## src/rtl/pipeline_hazard_ctrl.sv

```systemverilog
// rtl/pipeline_hazard_ctrl.sv - pipeline stall/flush/redirect control for a 5-stage in-order core
// Handles load-use bubbles, EX redirects and data-memory wait states with a sticky timeout flag.
module pipeline_hazard_ctrl #(
   parameter int PC_W        = 9,
   parameter int RF_ADDRESS  = 5,
   parameter int MEM_TIMEOUT = 15
) (
   input  logic                  clk,
   input  logic                  reset,
   input  logic [RF_ADDRESS-1:0] id_rs1,
   input  logic [RF_ADDRESS-1:0] id_rs2,
   input  logic                  id_uses_rs1,
   input  logic                  id_uses_rs2,
   input  logic                  ex_mem_read,
   input  logic [RF_ADDRESS-1:0] ex_rd,
   input  logic                  ex_redirect,
   input  logic [PC_W-1:0]       ex_target,
   input  logic                  mem_access,
   input  logic                  dmem_ready,
   output logic                  pc_we,
   output logic                  if_id_we,
   output logic                  id_ex_we,
   output logic                  ex_mem_we,
   output logic                  if_id_flush,
   output logic                  id_ex_flush,
   output logic                  mem_wb_bubble,
   output logic                  pc_sel,
   output logic [PC_W-1:0]       pc_target,
   output logic [1:0]            state,
   output logic [15:0]           stall_cnt,
   output logic                  mem_timeout_err
);

   localparam int WAIT_W = $clog2(MEM_TIMEOUT + 2);
   localparam logic [WAIT_W-1:0] WAIT_MAX = WAIT_W'(MEM_TIMEOUT);

   typedef enum logic [1:0] {
      RUN      = 2'b00,
      MEM_WAIT = 2'b01
   } state_t;

   state_t            state_q, state_nxt;
   logic              pend_redirect, pend_redirect_nxt;
   logic [PC_W-1:0]   pend_target, pend_target_nxt;
   logic [WAIT_W-1:0] wait_cnt, wait_nxt;
   logic              err_nxt;
   logic              load_use;
   logic              mem_stall;

   assign load_use = ex_mem_read && (ex_rd != '0) &&
                     ((id_uses_rs1 && (id_rs1 == ex_rd)) ||
                      (id_uses_rs2 && (id_rs2 == ex_rd)));
   assign mem_stall = mem_access && !dmem_ready;
   assign state     = state_q;

   always_comb begin
      pc_we             = 1'b1;
      if_id_we          = 1'b1;
      id_ex_we          = 1'b1;
      ex_mem_we         = 1'b1;
      if_id_flush       = 1'b0;
      id_ex_flush       = 1'b0;
      mem_wb_bubble     = 1'b0;
      pc_sel            = 1'b0;
      pc_target         = ex_target;
      state_nxt         = state_q;
      pend_redirect_nxt = pend_redirect;
      pend_target_nxt   = pend_target;
      wait_nxt          = wait_cnt;
      err_nxt           = mem_timeout_err;

      case (state_q)
         RUN: begin
            if (mem_stall) begin
               pc_we             = 1'b0;
               if_id_we          = 1'b0;
               id_ex_we          = 1'b0;
               ex_mem_we         = 1'b0;
               mem_wb_bubble     = 1'b1;
               state_nxt         = MEM_WAIT;
               // EX is frozen for the whole wait, so its redirect is replayed on release
               pend_redirect_nxt = ex_redirect;
               pend_target_nxt   = ex_target;
               wait_nxt          = '0;
            end else if (ex_redirect) begin
               pc_sel      = 1'b1;
               if_id_flush = 1'b1;
               id_ex_flush = 1'b1;
            end else if (load_use) begin
               pc_we       = 1'b0;
               if_id_we    = 1'b0;
               id_ex_flush = 1'b1;
            end
         end
         MEM_WAIT: begin
            if (!dmem_ready) begin
               pc_we         = 1'b0;
               if_id_we      = 1'b0;
               id_ex_we      = 1'b0;
               ex_mem_we     = 1'b0;
               mem_wb_bubble = 1'b1;
               if (wait_cnt != WAIT_MAX) begin
                  wait_nxt = wait_cnt + WAIT_W'(1);
               end
               if (wait_nxt == WAIT_MAX) begin
                  err_nxt = 1'b1;
               end
            end else begin
               state_nxt         = RUN;
               wait_nxt          = '0;
               pend_redirect_nxt = 1'b0;
               if (pend_redirect) begin
                  pc_sel      = 1'b1;
                  pc_target   = pend_target;
                  if_id_flush = 1'b1;
                  id_ex_flush = 1'b1;
               end else if (load_use) begin
                  pc_we       = 1'b0;
                  if_id_we    = 1'b0;
                  id_ex_flush = 1'b1;
               end
            end
         end
         default: begin
            state_nxt = RUN;
         end
      endcase
   end

   always_ff @(posedge clk or negedge reset) begin
      if (!reset) begin
         state_q         <= RUN;
         pend_redirect   <= 1'b0;
         pend_target     <= '0;
         wait_cnt        <= '0;
         stall_cnt       <= '0;
         mem_timeout_err <= 1'b0;
      end else begin
         state_q         <= state_nxt;
         pend_redirect   <= pend_redirect_nxt;
         pend_target     <= pend_target_nxt;
         wait_cnt        <= wait_nxt;
         mem_timeout_err <= err_nxt;
         if (!pc_we && (stall_cnt != 16'hFFFF)) begin
            stall_cnt <= stall_cnt + 16'd1;
         end
      end
   end

endmodule

```

## config.mk

```make
export PLATFORM = sky130hd
export DESIGN_NAME = pipeline_hazard_ctrl
export DESIGN_NICKNAME = d
export VERILOG_FILES = /design/src/rtl/pipeline_hazard_ctrl.sv
export SDC_FILE = /design/constraint.sdc
export NUM_CORES = 1
export LEC_CHECK = 0
export ABC_AREA = 1
export BUFFER_PORTS_ARGS = -buffer_cell sky130_fd_sc_hd__buf_2
export CELL_PAD_IN_SITES_DETAIL_PLACEMENT = 1
export CELL_PAD_IN_SITES_GLOBAL_PLACEMENT = 2
export CORE_MARGIN = 2
export CORE_UTILIZATION = 24
export DETAILED_ROUTE_END_ITERATION = 7
export GPL_TIMING_DRIVEN = 0
export PLACE_DENSITY_LB_ADDON = 0.1
export SLEW_MARGIN = 5
export SYNTH_ARGS = -nofsm -noshare
export SYNTH_HDL_FRONTEND = slang
export SYNTH_SLANG_ARGS = --single-unit
export TNS_END_PERCENT = 100
```

## constraint.sdc

```tcl
create_clock -name clk -period 1.55 [get_ports clk]
set_input_delay 0.155 -clock clk [delete_from_list [all_inputs] [get_ports clk]]
set_output_delay 0.155 -clock clk [all_outputs]
set_load 0.05 [all_outputs]
```

## Word-level counts from Yosys, hierarchy flattened

Index checks and enable logic that the tools add are counted.

- Bits of input ports: 32
- Word-level logic and storage cells: 72
- Bits in registers: 34
- Output and inout port bits: 36

- Bitwise operators: 1
- Multiplexer cells: 38
- Reduce and logical (&&, ||, !) cells: 17
- Equal/unequal tests: 8
- Add/sub/neg operators: 2

Operators with widths:

| operator | count |
|---|---|
| $mux W9 | 3 |
| $mux W5 | 5 |
| $mux W1 | 20 |
| $add A16 B1 Y16 const B | 1 |
| $ne A16 B16 Y1 const B | 1 |
| $pmux W1 S2 | 6 |
| $eq A5 B5 Y1 | 2 |
| $pmux W5 S2 | 1 |
| $logic_and A1 B1 Y1 | 6 |
| $reduce_and A2 Y1 | 3 |
| $reduce_and A3 Y1 | 2 |
| $add A5 B1 Y5 const B | 1 |
| $eq A5 B4 Y1 const B | 1 |
| $ne A5 B4 Y1 const B | 1 |
| $reduce_bool A5 Y1 | 1 |
| $mux W2 | 2 |
| $ne A2 B2 Y1 const B | 2 |
| $pmux W2 S2 | 1 |
| $eq A2 B1 Y1 const B | 1 |
| $logic_not A1 Y1 | 2 |
| $logic_not A2 Y1 | 1 |
| $reduce_bool A2 Y1 | 1 |
| $logic_or A1 B1 Y1 | 1 |
| $not A1 Y1 | 1 |

## Logic depth before layout (Yosys ltp)

Gate-level depths: netlist (run 1).

- Depth in word-level cells: 10
- Mapped depth: 12
- Depth with buffers taken out: 11

## Least setup slack after synthesis (run 1)

Ideal clock, no wire load.

- Kind: register to output
- Start: register state_q[0] (netlist: state[0])
- End: output port id_ex_flush
- Cell stages (with the launch flop): 6
- Arrival: 3.353 ns
- Required time: 1.395 ns
- Path slack: -1.958 ns
- Path through: dfrtp_1 inv_1 nor2_1 nor2_1 inv_1 o21ai_0

- Cells in the longest elaborated chain, start to end: 2

RTL lines:

| item | line | text |
|---|---|---|
| from (decl) | 42 | `state_t state_q, state_nxt;` |
| from (signal assigned) | 139 | `state_q <= state_nxt;` |
| $eq A2 B1 Y1 or $logic_not A2 Y1 (tied branches) | 72 | `case (state_q)` |
| $pmux W1 S2 (*) | 72 |  |
| to (decl) | 25 | `output logic id_ex_flush,` |

Every way passes the cells marked *; elsewhere a longest branch is shown, timed or not.

## Worst setup path in the final report (run 1)

- Start: register state_q[0] (netlist: state[0])
- End: output port pc_we

- Cells in the longest elaborated chain, start to end: 2

RTL lines:

| item | line | text |
|---|---|---|
| $eq A2 B1 Y1 or $logic_not A2 Y1 (tied branches) | 72 |  |
| $pmux W1 S2 (*) | 72 |  |
| to (decl) | 20 | `output logic pc_we,` |

Marked as above.

==> results of run 1 <==
==> through the flow <==
step	power (uW)	setup TNS, ns
CTS	3100	-2.05
finish	3180	-1.51
floorplan	1920	-4.53
detailed placement	2230	-4.53
global placement	2210	-4.26
global route	3380	-4.33
==> layer usage <==
| layer | share of wire, % | wire length, um | global-route usage (%) |
|---|---|---|---|
| met4 | 0.92 | 65 | 3.79 |
| met5 | 0 | 0 | 0 |
| met3 | 3.5 | 245 | 2.13 |
| met1 | 47 | 3310 | 20.3 |
| met2 | 49 | 3430 | 24.2 |
==> Yosys cell counts <==
master and count:
o32ai_1 1, nand4_1 19, a31o_2 1, xor2_1 9
xnor2_1 5, nor2_1 25, ha_1 2, a31oi_1 1
nand2_1 110, nand2_2 1, nand3_4 1, conb_1 1
o22ai_1 1, clkinv_1 1, clkbuf_1 4, nand3b_4 1
a21oi_1 2, buf_2 3, o21ai_0 25, nor3_1 4
buf_4 4, nand3_1 12, dfrtp_1 33, inv_1 47
buf_6 1, nor2_2 3
==> cell usage in the layout, fill, tap and decap left out, types with 9 or more instances in the layout <==
cell type / instances
nand2_1: 89
nand3_1: 9
buf_6: 19
nand2_2: 16
dfrtp_1: 23
inv_1: 43
nand4_1: 19
buf_8: 9
buf_2: 49
o21ai_0: 13
dfrtp_2: 10
buf_4: 22
nor2_1: 19
==> timing repair <==
action / 4_1_cts / 5_1_grt
setup endpoints to repair: 34 / 44
hold buffers: 1 / 0
gates cloned: 1 / 1
resized for setup: 58 / 43
hold endpoints to repair: 15 / 0
pin swaps: 8 / 17
buffers inserted: 17 / 10
==> power by group through the flow <==
stage / Sequential [uW] / Combinational, uW / Clock (uW)
after floorplan: 1360 / 568 / 0
after global placement: 1160 / 1040 / 0
after detailed placement: 1170 / 1060 / 0
after CTS: 1140 / 1270 / 695
after global routing: 1160 / 1470 / 746
final: 1140 / 1360 / 675
==> registers in the layout (all words and copies together) (netlist names) <==
signal / count
pend_target: 9
wait_cnt: 5
stall_cnt: 16
pend_redirect: 1
mem_timeout_err: 1
state: 1
==> worst paths after layout <==
check / startpoint / endpoint / slack (ns) / cells past startpoint
worst max-delay path: state[0] / pc_we / -0.14 / 8
worst min-delay path: ex_redirect / pend_redirect / 0.16 / 3
worst max register to register: stall_cnt[1] / stall_cnt[6] / -0.04 / 10
worst min register to register: mem_timeout_err / mem_timeout_err / 0.47 / 1
max in group asynchronous: reset / state[0] / 0.50 / 2
min in group asynchronous: reset / stall_cnt[4] / 0.49 / 2
==> area by class of cell <==
| class | count | area [um2] | share of cell area, % |
|---|---|---|---|
| multi-input cells | 224 | 1380 | 39.4 |
| flip-flops and latches | 33 | 838 | 24.0 |
| repair buffers | 96 | 748 | 21.4 |
| inverters | 48 | 186 | 5.33 |
| well taps | 108 | 135 | 3.86 |
| plain buffers | 9 | 125 | 3.58 |
| clock buffers | 5 | 68.8 | 1.97 |
| clock inverters | 3 | 17.5 | 0.501 |
==> worst max-delay path: stages, from the launching register on <==
cell and delay (ns):
dfrtp_2 0.46, inv_2 0.09, nor2_4 0.04, nor2_4 0.12, nand2_4 0.06, clkbuf_16 0.16
nand2_4 0.07, buf_6 0.10, buf_8 0.13
==> logic make-up (layout without fill, tap and decap cells) <==
| logic type | after synthesis | in the layout | share of synthesized area [%] |
|---|---|---|---|
| compound gates | 31 | 31 | 7.64 |
| other cells | 1 | 1 | 0.173 |
| simple gates | 176 | 176 | 35.5 |
| xor+xnor | 14 | 14 | 5.67 |
| fa+ha+maj | 2 | 2 | 1.16 |
| flops | 33 | 33 | 38.2 |
| buf+inv | 60 | 161 | 11.6 |
==> results_dict.tcl, run 1 <==
set metrics [dict create \
    grt_usage_pct 14.7 \
    grt_pass1_vias 2386 \
    final.setup.worst_slack_ns -0.136 \
    clockBufferDepth 2 \
    wirelength_mm 7.05 \
    fillerInstances 1073 \
    instances_no_fill 526 \
    worstHoldPathType "primary input to register" \
    maxCapViolCount 0 \
    critPathKind "register to output port" \
    root_buffer "clkbuf_8" \
    fmax_mhz 593 \
    path_clk_slew_ns 0.07 \
    setup_viol 30 \
    drtIter0Drc 44 \
    pwr-share-comb_pct 42.8 \
    syn-cell-area_um2 2160 \
    maxSlewViolCount 0 \
    antenna_found_initial 0 \
    start_kind "register" \
    finalCriticalPeriod_ns 1.69 \
    dpl.hpwl_mm 4.92 \
    intPower_uw 1830 \
    ios 68 \
    grt_overflow 0 \
    route.detailed.drc 0 \
    yosysTopAreaCell "dfrtp_1" \
    slew_headroom_pct 46.3 \
    finClkSkew_ns 0.00655 \
    arrival_ns 1.53 \
    syn_area_per_cell_um2 6.82 \
    sequentialPowerShare_pct 36.0 \
    synth-seq-area-share_pct 38.2 \
    grt_pass1_wl_mm 11.8 \
    final_area_um2 3500 \
    cts_made_buffers 5 \
    grt_start_max_net_pins 34 \
    tritoncts "done" \
    synth_cells 317 \
    ys_seq_elements 33 \
    io_buffers 66 \
    fin_nets 451 \
    syn-num-nets 351 \
    status "complete, but fails checks" \
    synth_top_area_share_pct 38.2 \
    vias_per_cell 4.53 \
    ys_top_cells_by_area "dfrtp_1 (38%), nand2_1 (19%), inv_1 (8.2%), o21ai_0 (5.8%), nand4_1 (5.5%)" \
    p_leak_uw 0.00181 \
    dr_total_vias 2381 \
    pwr_density_cell_nw_per_um2 909 \
    cp_data_required_time_ns 1.39 \
    whs_ns 0.159 \
    clock_sinks 33 \
    drive_gt1_share_pct 42.6 \
    start_util_pct 24.8 \
    syn2layout_area_growth_pct 61.8 \
    yosysUniqueCellTypes 26 \
    place_ws_ns -0.303 \
    clkPwrFrac_pct 21.2 \
    grt_setup_unrepaired "true" \
    die_x_um 98.9 \
    h-tree-depth 2 \
    switching_power_uw 1350 \
    timing.final.crit_share_pct 109 \
    ant_nets 0 \
    diodes 0 \
    placed_area_um2 2830 \
    violations "setup timing" \
    hold_viol_final 0 \
    dieArea_um2 9780 \
    gp_congestion 0.722 \
    cp_max_fo 6 \
    vdd_drop_max_uv 675 \
    die_h_um 98.9 \
    post_drt_wl_per_cell_um 13.4 \
    clk-insertion-delay-late_ns 0.29 \
    drtPass1Iterations 4 \
    utilization_pct 40.1 \
    end_kind "output port" \
    rows 34 \
    swShare_pct 42.3 \
    core_area_um2 8720 \
    worstMarginPinSlew_ns 0.805 \
    dp.cells 491 \
    yosys_warnings 0 \
]
Note: power is estimated with default switching activity, not from simulation.
==> inputs of run 2 (changes only) <==
==> constraint.sdc (replaced) <==
create_clock -name clk -period 1.55 [get_ports clk]
set_input_delay 0.31 -clock clk [delete_from_list [all_inputs] [get_ports clk]]
set_output_delay 0.31 -clock clk [all_outputs]
set_load 0.05 [all_outputs]
==> results_dict.tcl, run 2 (synthesis results as in run 1) <==
set metrics [dict create \
    grt_start_max_net_pins 34 \
    worstMarginPinSlew_ns 0.842 \
    cpPeakStageDelay_ns 0.46 \
    status "complete, but fails checks" \
    dieArea_um2 9780 \
    pwr-share-comb_pct 44.1 \
    violations "setup timing" \
    core_area_um2 8720 \
    antenna_found_initial 0 \
    mostFrequentLayoutCells "nand2_1 (85), buf_2 (49), inv_1 (43)" \
    utilization_pct 41.7 \
    seq_area_um2 838 \
    io_buffers 66 \
    grt_pass1_vias 2476 \
    regMostFlops "stall_cnt" \
    die_h_um 98.9 \
    clock_sinks 33 \
    ios 68 \
    wirelength_mm 7.36 \
    final.setup.worst_slack_ns -0.355 \
    maxCapViolCount 0 \
    r2r_slack_ns -0.07 \
    arrival_ns 1.59 \
    timing.final.crit_share_pct 123 \
    tritoncts "done" \
    reg2reg_to "stall_cnt[5]" \
    instances_no_fill 533 \
    fmax_mhz 525 \
    pwr_density_cell_nw_per_um2 895 \
    switching_power_uw 1370 \
    grt_overflow 0 \
    whs_ns 0.120 \
    critPathKind "register to output port" \
    dp.cells 491 \
    path_buf_inv 5 \
    path_clk_slew_ns 0.07 \
    slew_headroom_pct 43.9 \
    p_leak_uw 0.00191 \
    cp_max_fo 5 \
    root_buffer "clkbuf_8" \
    post_drt_wl_per_cell_um 13.8 \
    worstHoldPathType "primary input to asynchronous set/reset pin" \
    r2r_start "state[0]" \
    ant_nets 0 \
    syn2layout_area_growth_pct 68.3 \
    hold_viol_final 0 \
    h-tree-depth 2 \
    sequentialPowerShare_pct 35.1 \
    largestRegisters "stall_cnt: 16 flops, pend_target: 9 flops, wait_cnt: 5 flops" \
    swShare_pct 42.0 \
    grt_usage_pct 15.6 \
    drtIter0Drc 50 \
    place_ws_ns -0.635 \
    slowest_stage "dfrtp_2" \
    fin_nets 458 \
    diodes 0 \
    grt_pass1_wl_mm 12.3 \
    final_area_um2 3640 \
    maxSlewViolCount 0 \
    rows 34 \
    drtPass1Iterations 6 \
    largest_register_ffs 16 \
    setup_viol 23 \
    start_util_pct 24.8 \
    finalCriticalPeriod_ns 1.90 \
    start_kind "register" \
    clockBufferDepth 2 \
    vias_per_cell 4.47 \
    placed_area_um2 2880 \
    route.detailed.drc 0 \
    cts_made_buffers 5 \
    end_kind "output port" \
    cp_data_required_time_ns 1.24 \
    drive_gt1_share_pct 44.7 \
    finClkSkew_ns 0.00883 \
    fillerInstances 1059 \
    path_cells "nand2_4, nor2_4, a21oi_4, buf_6, buf_12, clkinvlp_4, buf_8, buf_8" \
    cp_common_cell "buf_8" \
    dr_total_vias 2382 \
    clkPwrFrac_pct 20.8 \
    hold_buffers 0 \
    vdd_drop_max_uv 939 \
    intPower_uw 1890 \
    final_common_cell "nand2_1" \
    dpl.hpwl_mm 5.02 \
    multi_input_comb_area_um2 1440 \
    grt_setup_unrepaired "true" \
    die_x_um 98.9 \
    gp_congestion 0.715 \
    crit_family "buffers and inverters" \
    clk-insertion-delay-late_ns 0.29 \
    reg2reg_depth 10 \
]
run 2: changes by cell type in the layout (fill, tap and decap cells not counted), moves of 2 or more:
| cell | delta |
|---|---|
| buf_12 | +3 |
| buf_4 | +5 |
| buf_8 | +2 |
| clkbuf_16 | -2 |
| nand2_1 | -4 |
| nand2_2 | -2 |
| nand2_4 | +6 |
| o21ai_2 | -3 |
| o21ai_4 | +2 |
run 2: cell type report:
class	instances	share of cell area [%]
plain buffers	11	4.02
clock buffers	5	1.89
clock inverters	3	0.481
inverters	48	5.12
multi-input cells	224	39.4
flip-flops and latches	33	23.0
well taps	108	3.71
repair buffers	101	22.3
run 2: how the worst max path moves through the flow:
stage                     slack [ns]     endpoint  cells past startpoint      from
final                          -0.35       pc_sel                      8  state[0]
after global placement         -0.61        pc_we                     11  ex_rd[3]
after CTS                      -0.40       pc_sel                      8  state[0]
after floorplan                -0.57  id_ex_flush                      5  state[0]
after detailed placement       -0.63        pc_we                     13  ex_rd[1]
after global routing           -0.42       pc_sel                      8  state[0]
run 2: through the flow:
step	setup TNS (ns)	power [uW]
4_1_cts	-4.61	3180
5_1_grt	-7.67	3470
3_5_place_dp	-7.83	2220
3_3_place_gp	-7.34	2210
2_1_floorplan	-5.74	1940
6_report	-4.78	3260
run 2: power groups by stage:
| stage | clock [uW] | combinational [uW] | sequential (uW) |
|---|---|---|---|
| 2_1_floorplan | 0 | 584 | 1360 |
| 3_3_place_gp | 0 | 1060 | 1150 |
| 3_5_place_dp | 0 | 1070 | 1160 |
| 4_1_cts | 708 | 1330 | 1140 |
| 5_1_grt | 758 | 1550 | 1170 |
| 6_report | 679 | 1440 | 1140 |
run 2: layer usage:
layer / GRT usage (%) / part of all wire [%] / vias up
li1: - / - / 1207
met1: 21.0 / 48 / 1139
met2: 26.1 / 49 / 32
met3: 2.98 / 2.8 / 4
met4: 2.85 / 0.57 / 0
met5: 0 / 0 / -
run 2: timing repair:
item	CTS	global route
endpoints found under the hold margin	0	0
buffers inserted	23	12
resized for setup	70	37
pin swaps	8	17
endpoints found under the setup margin	34	44
cloned	2	0
